## src/rtl/data_mem_bridge_pkg.sv

```systemverilog
// Shared definitions for the MEM-stage data memory bridge: one-hot state
// encoding, address alignment and the default watchdog limit.
package data_mem_bridge_pkg;

  typedef enum logic [3:0] {
    S_IDLE = 4'b0001,
    S_REQ  = 4'b0010,
    S_RESP = 4'b0100,
    S_DONE = 4'b1000
  } state_e;

  localparam logic [31:0] WORD_ALIGN_MASK = 32'hFFFF_FFFC;
  localparam int          DEFAULT_TIMEOUT = 255;

  function automatic logic [31:0] word_align(input logic [31:0] addr);
    return addr & WORD_ALIGN_MASK;
  endfunction

endpackage

```

## src/rtl/mem_watchdog.sv

```systemverilog
// Cycle watchdog for a memory handshake: counts enabled cycles since the last
// clear and flags the cycle in which the TIMEOUT-th enabled cycle is spent.
module mem_watchdog #(
  parameter int TIMEOUT = 255,
  parameter int CNT_W   = 8
) (
  input  logic clk,
  input  logic rst,
  input  logic i_clr,
  input  logic i_en,
  output logic o_expire
);

  localparam logic [CNT_W:0] LIMIT = (CNT_W+1)'(TIMEOUT);

  logic [CNT_W-1:0] r_cnt;
  logic [CNT_W:0]   w_spent;

  // w_spent includes the current cycle, so expiry lands on the TIMEOUT-th cycle
  assign w_spent  = {1'b0, r_cnt} + 1'b1;
  assign o_expire = (TIMEOUT != 0) && i_en && (w_spent == LIMIT);

  always_ff @(posedge clk or negedge rst) begin
    if (!rst)
      r_cnt <= '0;
    else if (i_clr)
      r_cnt <= '0;
    else if (i_en && (r_cnt != '1))
      r_cnt <= r_cnt + 1'b1;
  end

endmodule

```

## src/rtl/data_mem_bridge.sv

```systemverilog
// Bridges the core's single-cycle MEM request onto a valid/ready data memory
// port with variable latency; pulses core_done when the access retires.
module data_mem_bridge
  import data_mem_bridge_pkg::*;
#(
  parameter int TIMEOUT = DEFAULT_TIMEOUT,
  parameter int CNT_W   = 8
) (
  input  logic        clk,
  input  logic        rst,
  input  logic        core_req,
  input  logic        core_wen,
  input  logic [31:0] core_addr,
  input  logic [31:0] core_wdata,
  input  logic [3:0]  core_wstrb,
  output logic        core_busy,
  output logic        core_done,
  output logic        core_err,
  output logic [31:0] core_rdata,
  output logic [31:0] Address,
  output logic        MemWrite,
  output logic        MemRead,
  output logic [31:0] Write_data,
  output logic [3:0]  Write_strb,
  input  logic        Mem_Req_Ready,
  input  logic [31:0] Read_data,
  input  logic        Read_data_Valid,
  output logic        Read_data_Ready,
  output logic        err_sticky
);

  state_e      r_state, w_next;
  logic [31:0] r_addr, r_wdata, r_rdata;
  logic [3:0]  r_wstrb;
  logic        r_wen, r_to, r_sticky;
  logic        w_clr, w_en, w_expire, w_timeout;

  assign w_en = (r_state == S_REQ) || (r_state == S_RESP);

  mem_watchdog #(
    .TIMEOUT (TIMEOUT),
    .CNT_W   (CNT_W)
  ) u_wdog (
    .clk      (clk),
    .rst      (rst),
    .i_clr    (w_clr),
    .i_en     (w_en),
    .o_expire (w_expire)
  );

  // A handshake in the expiry cycle takes priority over the abort.
  always_comb begin
    w_next    = r_state;
    w_clr     = 1'b0;
    w_timeout = 1'b0;
    case (r_state)
      S_IDLE: begin
        if (core_req) begin
          w_next = S_REQ;
          w_clr  = 1'b1;
        end
      end
      S_REQ: begin
        if (Mem_Req_Ready) begin
          w_next = r_wen ? S_DONE : S_RESP;
          w_clr  = ~r_wen;
        end else if (w_expire) begin
          w_next    = S_DONE;
          w_timeout = 1'b1;
        end
      end
      S_RESP: begin
        if (Read_data_Valid) begin
          w_next = S_DONE;
        end else if (w_expire) begin
          w_next    = S_DONE;
          w_timeout = 1'b1;
        end
      end
      S_DONE:  w_next = S_IDLE;
      default: w_next = S_IDLE;
    endcase
  end

  always_ff @(posedge clk or negedge rst) begin
    if (!rst)
      r_state <= S_IDLE;
    else
      r_state <= w_next;
  end

  always_ff @(posedge clk or negedge rst) begin
    if (!rst) begin
      r_addr  <= '0;
      r_wdata <= '0;
      r_wstrb <= '0;
      r_wen   <= 1'b0;
    end else if ((r_state == S_IDLE) && core_req) begin
      r_addr  <= core_addr;
      r_wdata <= core_wdata;
      r_wstrb <= core_wstrb;
      r_wen   <= core_wen;
    end
  end

  // Abort flag lives for one access; the sticky copy survives until reset.
  always_ff @(posedge clk or negedge rst) begin
    if (!rst) begin
      r_rdata  <= '0;
      r_to     <= 1'b0;
      r_sticky <= 1'b0;
    end else begin
      if ((r_state == S_RESP) && Read_data_Valid)
        r_rdata <= Read_data;
      if (r_state == S_IDLE)
        r_to <= 1'b0;
      else if (w_timeout)
        r_to <= 1'b1;
      if (w_timeout)
        r_sticky <= 1'b1;
    end
  end

  assign Address         = word_align(r_addr);
  assign MemWrite        = (r_state == S_REQ) &&  r_wen;
  assign MemRead         = (r_state == S_REQ) && !r_wen;
  assign Write_data      = r_wdata;
  assign Write_strb      = r_wstrb;
  assign Read_data_Ready = (r_state == S_RESP);
  assign core_busy       = (r_state != S_IDLE);
  assign core_done       = (r_state == S_DONE);
  assign core_err        = (r_state == S_DONE) && r_to;
  assign core_rdata      = r_rdata;
  assign err_sticky      = r_sticky;

endmodule

```

## config.mk

```make
export PLATFORM = sky130hd
export DESIGN_NAME = data_mem_bridge
export DESIGN_NICKNAME = d
export VERILOG_FILES = /design/src/rtl/data_mem_bridge_pkg.sv /design/src/rtl/mem_watchdog.sv /design/src/rtl/data_mem_bridge.sv
export SDC_FILE = /design/constraint.sdc
export NUM_CORES = 1
export LEC_CHECK = 0
export BUFFER_PORTS_ARGS = -buffer_cell sky130_fd_sc_hd__buf_2
export CAP_MARGIN = 20
export CORE_ASPECT_RATIO = 1.1
export CORE_UTILIZATION = 42
export DETAILED_ROUTE_END_ITERATION = 7
export PLACE_DENSITY_LB_ADDON = 0.05
export SKIP_LAST_GASP = 1
export SLEW_MARGIN = 15
export SYNTH_ARGS = -nofsm -noshare
export SYNTH_HDL_FRONTEND = slang
export SYNTH_SLANG_ARGS = --single-unit
```

## constraint.sdc

```tcl
create_clock -name clk -period 1.83 [get_ports clk]
set_input_delay 0.0915 -clock clk [delete_from_list [all_inputs] [get_ports clk]]
set_output_delay 0.0915 -clock clk [all_outputs]
set_load 0.1 [all_outputs]
```

# ---- Word-level counts from Yosys, hierarchy flattened
# Index checks and enable logic that the tools add are counted.
dict set report word_totals {
  register_bits 115
  input_bits 106
  out_inout_bits 107
  word_cells 48
}
dict set report op_classes {
  n_addsub 2
  n_eq_ne 8
  mux 17
  n_bitwise 1
  n_reduce_logical 11
}
# cell count
set ops {}
lappend ops {{two-way mux 4 bit} 5}
lappend ops {{two-way mux 8 bit} 2}
lappend ops {{one-hot mux 4 bit (3 select lines)} 1}
lappend ops {{adder 8 x 1 -> 9 bit (second input constant)} 1}
lappend ops {{== test 9 x 8 -> 1 bit (second input constant)} 1}
lappend ops {{adder 8 x 1 -> 8 bit (second input constant)} 1}
lappend ops {{!= test 8 bit (second input constant)} 1}
lappend ops {{logical AND 1 bit} 7}
lappend ops {{two-way mux 1 bit} 7}
lappend ops {{== test 4 x 1 -> 1 bit (second input constant)} 1}
lappend ops {{== test 4 x 2 -> 1 bit (second input constant)} 1}
lappend ops {{== test 4 x 3 -> 1 bit (second input constant)} 1}
lappend ops {{== test 4 bit (second input constant)} 1}
lappend ops {{!= test 4 x 1 -> 1 bit (second input constant)} 1}
lappend ops {{one-hot mux 1 bit (2 select lines)} 2}
lappend ops {{nonzero test 2 bit} 2}
lappend ops {{!= test 2 bit (second input constant)} 1}
lappend ops {{logical NOT 1 bit} 1}
lappend ops {{logical OR 1 bit} 1}
lappend ops {{inverter 1 bit} 1}

# ---- Logic depth before layout (Yosys ltp)
# Gate-level depths: netlist (run 1).
dict set report logic_depth {
  depth_word 8
  ltp_mapped 6
}

# ---- By module
# A second synthesis (run 1) with hierarchy kept.
dict set report hier_totals {
  hier_cells 314
  area_unflattened_um2 4647.0
}
# mod instances cells_per_inst area_each_um2 seq_area_each_um2
set modules_own_cells {}
lappend modules_own_cells {data_mem_bridge 1 253 4090.2 2628.8}
lappend modules_own_cells {mem_watchdog 1 61 556.8 200.2}

# ---- Least setup slack after synthesis (run 1)
# OpenSTA, ideal clock, no wires.
dict set report synth_timing {
  path_type {flip-flop to flip-flop}
  from {register r_state[1]}
  to {register r_rdata[10] (netlist: core_rdata[10])}
  setup_ns 0.126
  arrival_time_ns 5.005
  t_required_ns 1.704
  slack_ns -3.301
  path_stages_with_launch 5
  n_path_buf 1
  cell_sequence {dfrtp_1 > nor4b_1 > nand2_1 > buf_2 > mux2_2}
}
dict set report synth_between {
  elab_chain_len 2
}
# element line_no
set synth_rtl {}
lappend synth_rtl {{start: declaration} data_mem_bridge.sv:32} ;# state_e r_state, w_next;
lappend synth_rtl {{start signal: assignment} data_mem_bridge.sv:89} ;# r_state <= w_next;
lappend synth_rtl {{== test 4 x 3 -> 1 bit} n/a}
lappend synth_rtl {{named net Read_data_Ready} data_mem_bridge.sv:28} ;# output logic Read_data_Ready,
lappend synth_rtl {{logical AND 1 bit} data_mem_bridge.sv:113} ;# if ((r_state == S_RESP) && Read_data_Valid)
lappend synth_rtl {{end signal: assignment} data_mem_bridge.sv:114} ;# r_rdata <= Read_data;
lappend synth_rtl {{end: declaration} data_mem_bridge.sv:33} ;# logic [31:0] r_addr, r_wdata, r_rdata;
# The timed path passes the listed nets, and every way through them passes these cells.
# A chain may end at the register's enable or synchronous reset.

# ---- Worst setup path after layout (run 1)
dict set report layout_timing {
  from {register r_state[2]}
  to {output port MemRead}
}
dict set report layout_between {
  elab_chain_len 2
}
# element line_no
set layout_rtl {}
lappend layout_rtl {{== test 4 x 2 -> 1 bit} data_mem_bridge.sv:126} ;# assign MemRead = (r_state == S_REQ) && !r_wen;
lappend layout_rtl {{logical AND 1 bit} data_mem_bridge.sv:126}
lappend layout_rtl {{end: declaration} data_mem_bridge.sv:22} ;# output logic MemRead,
# Every way passes these cells.

==> results.yml, run 1 <==
worst_hold_path:
  hp-class: "input port to flop"
global_route:
  grt_max_degree: 47
  antenna_found_initial: 0
  grt_first_pass_wirelength_microns: 19300
  grt_overflow: 0
  grt_pass1_vias: 4042
  grt_usage_pct: 22.3
logic_synthesis:
  yosys_warnings: 0
  synth.largest_area_cell: "dfrtp_1"
  synth_top_area_share_pct: 61.4
  synth-seq-cells: 113
  ys.flop_type: "dfrtp_1"
  netlist_top_cells_count: "dfrtp_1 (112), mux2_2 (99), nor2_1 (11), nand2_1 (8), xnor2_1 (7)"
  synth_cell_type_count: 43
  syn_inst: 312
  syn_area_per_cell_sq_um: 14.6
  yosysMostFrequentCell: "dfrtp_1"
  syn-cell-area_sq_um: 4570
  synth_area_leaders: "dfrtp_1 (61%), mux2_2 (24%), xnor2_1 (1.3%), nor2_1 (0.90%), buf_2 (0.66%)"
  synth-seq-area-share_pct: 61.9
  async_flop_share_pct: 100
  synth_edf_count: 0
routing:
  first_pass_iters: 4
  vias_per_cell: 4.69
  route.met3.wl_microns: 805
  wl_met2_microns: 6550
  wl_per_cell_microns: 15.0
  met1_length_microns: 4700
  via_count: 3817
  routed.top_layer: "met4"
  drt-initial-drc-count: 103
  drc: 0
  drt_wl_total_microns: 12200
  drt.antenna.violating_nets: 0
clock_network:
  cts_root_buf: "clkbuf_16"
  cts_tree: "yes"
  cts.path.max_buffers: 2
  clock_sinks: 113
  cts_max_level: 4
  clkTransAtPathRegs_ps: 50
  cts_made_buffers: 17
  clkLatencyLatePin_ps: 410
timing:
  fin_skew_ps: 6.28
  finalCritPeriodShare_pct: 102
  layout_setup_ws_ps: -31.3
  layout_min_cycle_time_ps: 1860
  tightest_slew_ps: 664
  whs_ps: 59.4
  hold_violations: 0
  finalSetupViolations: 2
  slew_headroom_pct: 55.6
  maxSlewViolCount: 0
  grt_setup_unrepaired: "yes"
  max_freq_mhz: 537
floorplan:
  dieArea_sq_um: 11300
  dieWidth_microns: 101
  core_area_sq_um: 10500
  start_util_pct: 43.5
  num_rows: 39
  die_height_microns: 111
  io_pins: 213
cells_and_area:
  fill_cells: 654
  antenna_cells: 0
  seqCellArea_sq_um: 2830
  multi_input_area_sq_um: 1870
  nets: 765
  areaGrowthSynthToFinish_pct: 75.0
  drive_above_1_share_pct: 59.9
run:
  cap_violations: 0
worst_setup_path:
  cpPeakStageDelay_ps: 510
  crit_path_end_kind: "primary output"
  slowest_stage: "or4b_4"
  crit_type: "flop to primary output"
  startpoint_type: "flop"
  crit_required_ps: 1740
  cp_max_fo: 3
  critical_path.cell_chain: "buf_6 > or4b_4 > nor2_4 > buf_12"
  arrival_ps: 1770
place:
  gp_congestion: 0.822
  dp_hpwl_microns: 7350
  io_buffer_count: 208
status:
  status: "finished with violations"
  violations: "negative setup slack"
## cell type report
type	count	area share, %
Multi-Input combinational cell	181	23.3
Sequential cell	113	35.4
Inverter	3	0.141
Timing Repair Buffer	341	30.5
Clock inverter	12	2.55
Tap cell	143	2.24
Clock buffer	20	5.84
## layer usage
| layer | GRT usage (%) | vias to the layer above |
|---|---|---|
| li1 | - | 1803 |
| met1 | 23.8 | 1859 |
| met2 | 40.8 | 140 |
| met3 | 6.34 | 15 |
| met4 | 8.70 | 0 |
| met5 | 0 | - |
## cell families (layout without fill, tap and decap cells)
logic type      count (synthesis)  after routing  synth area share (%)
mux                           101            101                  24.8
compound gates                 15             15                  2.52
simple gates                   52             52                  6.44
fa+ha+maj                       2              2                 0.548
xor+xnor                        9              9                  1.73
flops                         113            113                  61.9
buf+inv                        19            376                  1.89
other cells                     1              2                0.0821
## state kept, by name, indices dropped and copies added, names as in the netlist
register,count
core_rdata,32
Write_data,32
r_addr,30
r_to,1
Write_strb,4
u_wdog.r_cnt,8
r_wen,1
r_state,4
err_sticky,1
## timing repair
action	CTS	global route
resized for setup	14	30
pin swaps	3	8
buffers inserted	4	8
setup endpoints to repair	8	40
endpoints found under the hold margin	131	0
hold buffers	102	0
## path summary, 6_finish.rpt
path	startpoint	endpoint	slack (ps)	cells after the start
max in group asynchronous	rst	r_state[0]	1040	3
setup / recovery	r_state[2]	MemRead	-30	4
hold / removal	Read_data_Valid	r_state[2]	60	3
setup reg to reg	r_state[2]	u_wdog.r_cnt[6]	-20	7
hold reg to reg	err_sticky	err_sticky	480	1
min in group asynchronous	rst	Write_data[4]	170	2
## worst max-delay path, delay by kind of cell (launching register included)
kind	cells	cell delay [ps]
buffers and inverters	2	310
DFF	1	380
and+or+nand+nor	2	670
## cells in the final DEF (no fill, tap or decap), types with 3 or more instances in the layout
master         synthesis  final
nand3_1                5      5
nand2_1                8      4
nor4b_4                0      3
buf_12                 0      8
dlygate4sd3_1          0    102
xnor2_1                7      7
nor2_1                11      9
dfrtp_1              112    109
o21ai_0                3      3
dfrtp_2                0      3
nand2b_1               4      4
mux2_2                99     99
nor3_4                 0      3
bufinv_16              0      5
buf_6                  0      6
clkbuf_8               0      3
nand2_2                0      3
clkbuf_16              0     17
buf_4                  2     24
buf_2                  6    201
clkinvlp_4             0      3
## stage by stage
stage	setup TNS, ps	utilization (%)	worst slack (ps)	instances	cell area [sq um]
after global placement	0	57.2	23.5	668	6000
after floorplan	-27000	-	-665	313	4630
after detailed placement	0	57.2	1.52	668	6000
after CTS	-361	74.0	-71.0	805	7770
final	-48.5	76.2	-31.3	813	7990
after global routing	-275	76.2	-75.4	813	7990
Power of run 1 is left out: the tool's default activity adds up to more than one toggle a clock period on the data nets, which glitch-free logic cannot reach.
==> inputs of run 2 (changes only) <==
- HOLD_SLACK_MARGIN: not set -> 0.12
==> run 2 against run 1 <==
Compared with the run above:
- the flow still finishes with violations (negative setup slack)
- sequential cell count unchanged
- setup slack lost 0.68 ps
- routed wire length rose by 0.45%
- count of clock-buffer cells in the layout stayed put
- cell area increased by 0.13%
- first-iteration DRC count is 8.7% higher
- die area unchanged
- fmax about the same
- register-to-register slack about the same
- critical endpoint unchanged
- highest routed layer unchanged
==> results.yml, run 2 (synthesis results as in run 1) <==
timing:
  finalCritPeriodShare_pct: 102
  hold_violations: 0
  maxSlewViolCount: 0
  layout_min_cycle_time_ps: 1860
  layout_setup_ws_ps: -32.0
  slew_headroom_pct: 55.0
  grt_setup_unrepaired: "yes"
  setup_tns_ps: -49.4
  finalSetupViolations: 2
  max_freq_mhz: 537
  whs_ps: 173
  fin_skew_ps: 5.73
  tightest_slew_ps: 674
worst_hold_path:
  hp-class: "input port to async pin"
worst_setup_path:
  critical_path.cell_chain: "buf_6 > or4b_4 > nor2_4 > buf_12"
  crit_type: "flop to primary output"
  critPathLaunch: "r_state[2]"
  crit_required_ps: 1740
  r2r-start: "r_state[2]"
  slowest_stage: "or4b_4"
  cp_max_fo: 3
  crit_path_end_kind: "primary output"
  startpoint_type: "flop"
  arrival_ps: 1770
  cpPeakStageDelay_ps: 510
cells_and_area:
  areaGrowthSynthToFinish_pct: 75.3
  nets: 766
  final_util_pct: 76.3
  fill_cells: 654
  final_common_cell: "buf_2"
  antenna_cells: 0
  layout_common_cells: "buf_2 (201), dfrtp_1 (109), dlygate4sd3_1 (103)"
  drive_above_1_share_pct: 59.8
global_route:
  grt_first_pass_wirelength_microns: 19300
  grt_overflow: 0
  grt_max_degree: 47
  antenna_found_initial: 0
  grt_pass1_vias: 4054
  grt_usage_pct: 22.4
clock_network:
  cts_tree: "yes"
  clkTransAtPathRegs_ps: 50
  clock_sinks: 113
  clkLatencyLatePin_ps: 410
  cts.path.max_buffers: 2
  cts_made_buffers: 17
  cts_root_buf: "clkbuf_16"
  cts_max_level: 4
floorplan:
  dieWidth_microns: 101
  num_rows: 39
  dieArea_sq_um: 11300
  io_pins: 213
  core_area_sq_um: 10500
  start_util_pct: 43.5
  die_height_microns: 111
status:
  violations: "negative setup slack"
  status: "finished with violations"
place:
  dp_hpwl_microns: 7350
  gp_congestion: 0.822
  io_buffer_count: 208
routing:
  drc: 0
  drt_wl_total_microns: 12300
  drt-initial-drc-count: 112
  drt.antenna.violating_nets: 0
  via_count: 3816
  first_pass_iters: 4
  wl_per_cell_microns: 15.1
  vias_per_cell: 4.69
run:
  cap_violations: 0
## run 2: changes by cell type in the layout (fill, tap and decap cells not counted)
cell	previous run	this run
dlygate4sd3_1	102	103
## run 2: stage by stage
step / setup slack (ps) / area, sq um / instances
after global routing: -75.4 / 8000 / 814
final: -32.0 / 8000 / 814
after detailed placement: 1.52 / 6000 / 668
after global placement: 23.5 / 6000 / 668
after CTS: -71.0 / 7780 / 806
after floorplan: -665 / 4630 / 313
## run 2: cell type report
cell class              instances  area, sq um  area share [%]
clock inverters                12          204            2.55
clock buffers                  20          467            5.83
inverters                       3         11.3           0.141
repair buffers                342         2440            30.5
multi-input cells             181         1870            23.3
flip-flops and latches        113         2830            35.4
well taps                     143          179            2.24
## run 2: final timing paths
check	cells past startpoint	endpoint	slack, ps
worst max-delay path	4	MemRead	-30
worst min-delay path	2	Write_data[4]	170
worst max register to register	7	u_wdog.r_cnt[6]	-20
worst min register to register	1	err_sticky	480
max in group asynchronous	3	r_state[0]	1040
min in group clk	3	r_state[0]	410
## run 2: repair_timing
action,4_1_cts,5_1_grt
buffers inserted,4,8
resized for setup,14,30
endpoints found under the hold margin,215,0
hold buffers,103,0
pin swaps,3,8
endpoints found under the setup margin,8,40
## run 2: critical path, delay by kind of cell (launching register included)
family                 cells  cell delay [ps]
buffers and inverters      2              310
flip-flops                 1              380
AND/OR/NAND/NOR            2              670
## run 2: layer usage
layer	GRT usage (%)	vias to the layer above	wire, microns
met5	0	-	0
met4	8.70	0	165
met3	6.28	15	799
met2	41.3	143	6590
met1	23.6	1853	4720
li1	-	1805	-
Power of run 2 is left out for the same reason.
==> inputs of run 3 (changes only) <==
- ABC_AREA: not set -> 1
- MAX_ROUTING_LAYER: not set -> met4
==> run 3 against run 2 <==
Compared with the run above:
- the flow now finishes without violations
- synthesized cell count up 53%
- critical endpoint unchanged
- fmax increased by 5.7%
- critical path depth is the same
==> results.yml, run 3 <==
status:
  status: "complete, no violations"
worst_setup_path:
  path_buf_inv: 1
  startpoint_type: "flop"
  timing.rr.end: "r_state[2]"
  arrival_ps: 1670
  crit_required_ps: 1740
  r2r_cells: 9
  critPathLaunch: "r_state[2]"
  slowest_stage: "dfrtp_1"
  reg2reg_slack_ps: 170
  crit_type: "flop to primary output"
  cpPeakStageDelay_ps: 440
  cp_max_fo: 6
  r2r-start: "u_wdog.r_cnt[1]"
  crit_path_end_kind: "primary output"
  critical_path.cell_chain: "nor2_2 > nand2_2 > nor2_4 > buf_2"
  critPathTopFamily: "flip-flops"
logic_synthesis:
  syn_area_per_cell_sq_um: 9.67
  synth_edf_count: 0
  synth_top_area_share_pct: 60.8
  netlist_top_cells_count: "nand2_1 (228), dfrtp_1 (112), mux2_2 (29), inv_1 (21), nor2_1 (16)"
  synth-seq-cells: 113
  synth_cell_type_count: 27
  syn_inst: 477
  synth_area_leaders: "dfrtp_1 (61%), nand2_1 (19%), mux2_2 (7.1%), inv_1 (1.7%), nor2_1 (1.3%)"
  synth.largest_area_cell: "dfrtp_1"
  syn-cell-area_sq_um: 4610
  synth-seq-area-share_pct: 61.3
  ys.flop_type: "dfrtp_1"
  yosys_warnings: 0
  async_flop_share_pct: 100
  yosysMostFrequentCell: "nand2_1"
routing:
  drc: 0
  drt.antenna.violating_nets: 0
  vias_per_cell: 4.61
  wl_per_cell_microns: 13.5
  drt-initial-drc-count: 192
  first_pass_iters: 4
  drt_wl_total_microns: 12900
  via_count: 4399
floorplan:
  io_pins: 213
  die_height_microns: 112
  start_util_pct: 43.8
  dieArea_sq_um: 11400
  core_area_sq_um: 10500
  dieWidth_microns: 102
  num_rows: 39
timing:
  layout_min_cycle_time_ps: 1760
  grt_setup_unrepaired: "no"
  setup_tns_ps: 0
  max_freq_mhz: 567
  finalCritPeriodShare_pct: 96.3
  fin_skew_ps: 7.68
  slew_headroom_pct: 60.0
  hold_violations: 0
  maxSlewViolCount: 0
  finalSetupViolations: 0
  tightest_slew_ps: 600
cells_and_area:
  layout.cells.non_filler: 954
  final_common_cell: "nand2_1"
  final_util_pct: 71.0
  layout_common_cells: "nand2_1 (228), buf_2 (204), dfrtp_1 (112)"
  antenna_cells: 0
  final_area_sq_um: 7480
  drive_above_1_share_pct: 36.4
  areaGrowthSynthToFinish_pct: 62.1
  nets: 906
clock_network:
  cts.path.max_buffers: 2
  cts_root_buf: "clkbuf_16"
  clock_sinks: 113
  cts_made_buffers: 17
  clkTransAtPathRegs_ps: 60
  post_cts_buffers: 0
  cts_max_level: 4
  clkLatencyLatePin_ps: 410
  cts_tree: "yes"
global_route:
  grt_first_pass_wirelength_microns: 20800
  grt_max_degree: 48
  grt_pass1_vias: 4439
  grt_overflow: 0
  antenna_found_initial: 0
  grt_usage_pct: 24.5
place:
  dp.cells: 819
  io_buffer_count: 208
  dp_hpwl_microns: 8050
  gp_congestion: 0.866
  postPlaceCellArea_sq_um: 5870
worst_hold_path:
  hp-class: "input port to async pin"
run:
  cap_violations: 0
run 3: kinds of logic after synthesis:
family / synth area share, %
buf+inv: 4.67
flops: 61.3
mux: 7.81
simple gates: 23.8
fa+ha+maj: 0.542
other cells: 0.0813
compound gates: 1.82
run 3: timing repair:
action                                 CTS  global route
pin swaps                                0             0
endpoints found under the hold margin  143             0
setup endpoints to repair                1             2
hold buffers                           103             0
cloned                                   0             0
resized for setup                        1             2
run 3: stage by stage:
stage	hold slack, ps	setup WS (ps)
after floorplan	-204	-79.0
after global placement	134	264
after detailed placement	144	225
after CTS	257	15.4
after global routing	283	2.32
final	234	67.7
run 3: layer usage:
| layer | wire [microns] | vias up | GRT usage (%) |
|---|---|---|---|
| met3 | 710 | 35 | 6.72 |
| li1 | - | 2126 | - |
| met4 | 363 | 0 | 10.3 |
| met2 | 6500 | 177 | 40.2 |
| met1 | 5290 | 2061 | 27.9 |
| met5 | 0 | - | - |
run 3: worst max path at each step:
stage	to	slack, ps	cells after the start
5_1_grt	MemRead	2	5
3_5_place_dp	r_to	230	8
2_1_floorplan	core_done	-80	3
3_3_place_gp	r_state[1]	260	7
6_report	MemRead	70	4
4_1_cts	Read_data_Ready	20	4
run 3: area by class of cell:
class                           instances  area, sq um
Inverter                               23         86.3
Timing Repair Buffer                  320         2210
Sequential cell                       113         2830
Fill cell                             809         3060
Multi-Input combinational cell        323         1600
Tap cell                              143          179
Clock buffer                           18          429
Clock inverter                         14          141
run 3: worst register-to-register path, cell delays in order (launching register included):
cell and delay [ps]:
dfrtp_1 420, ha_1 250, nand2_1 80, inv_1 60, nor2_1 140, nand3_1 90, nor2_1 190, nand3_2 140
nand3_1 110, nand2_1 60
Power of run 3 is left out for the same reason.
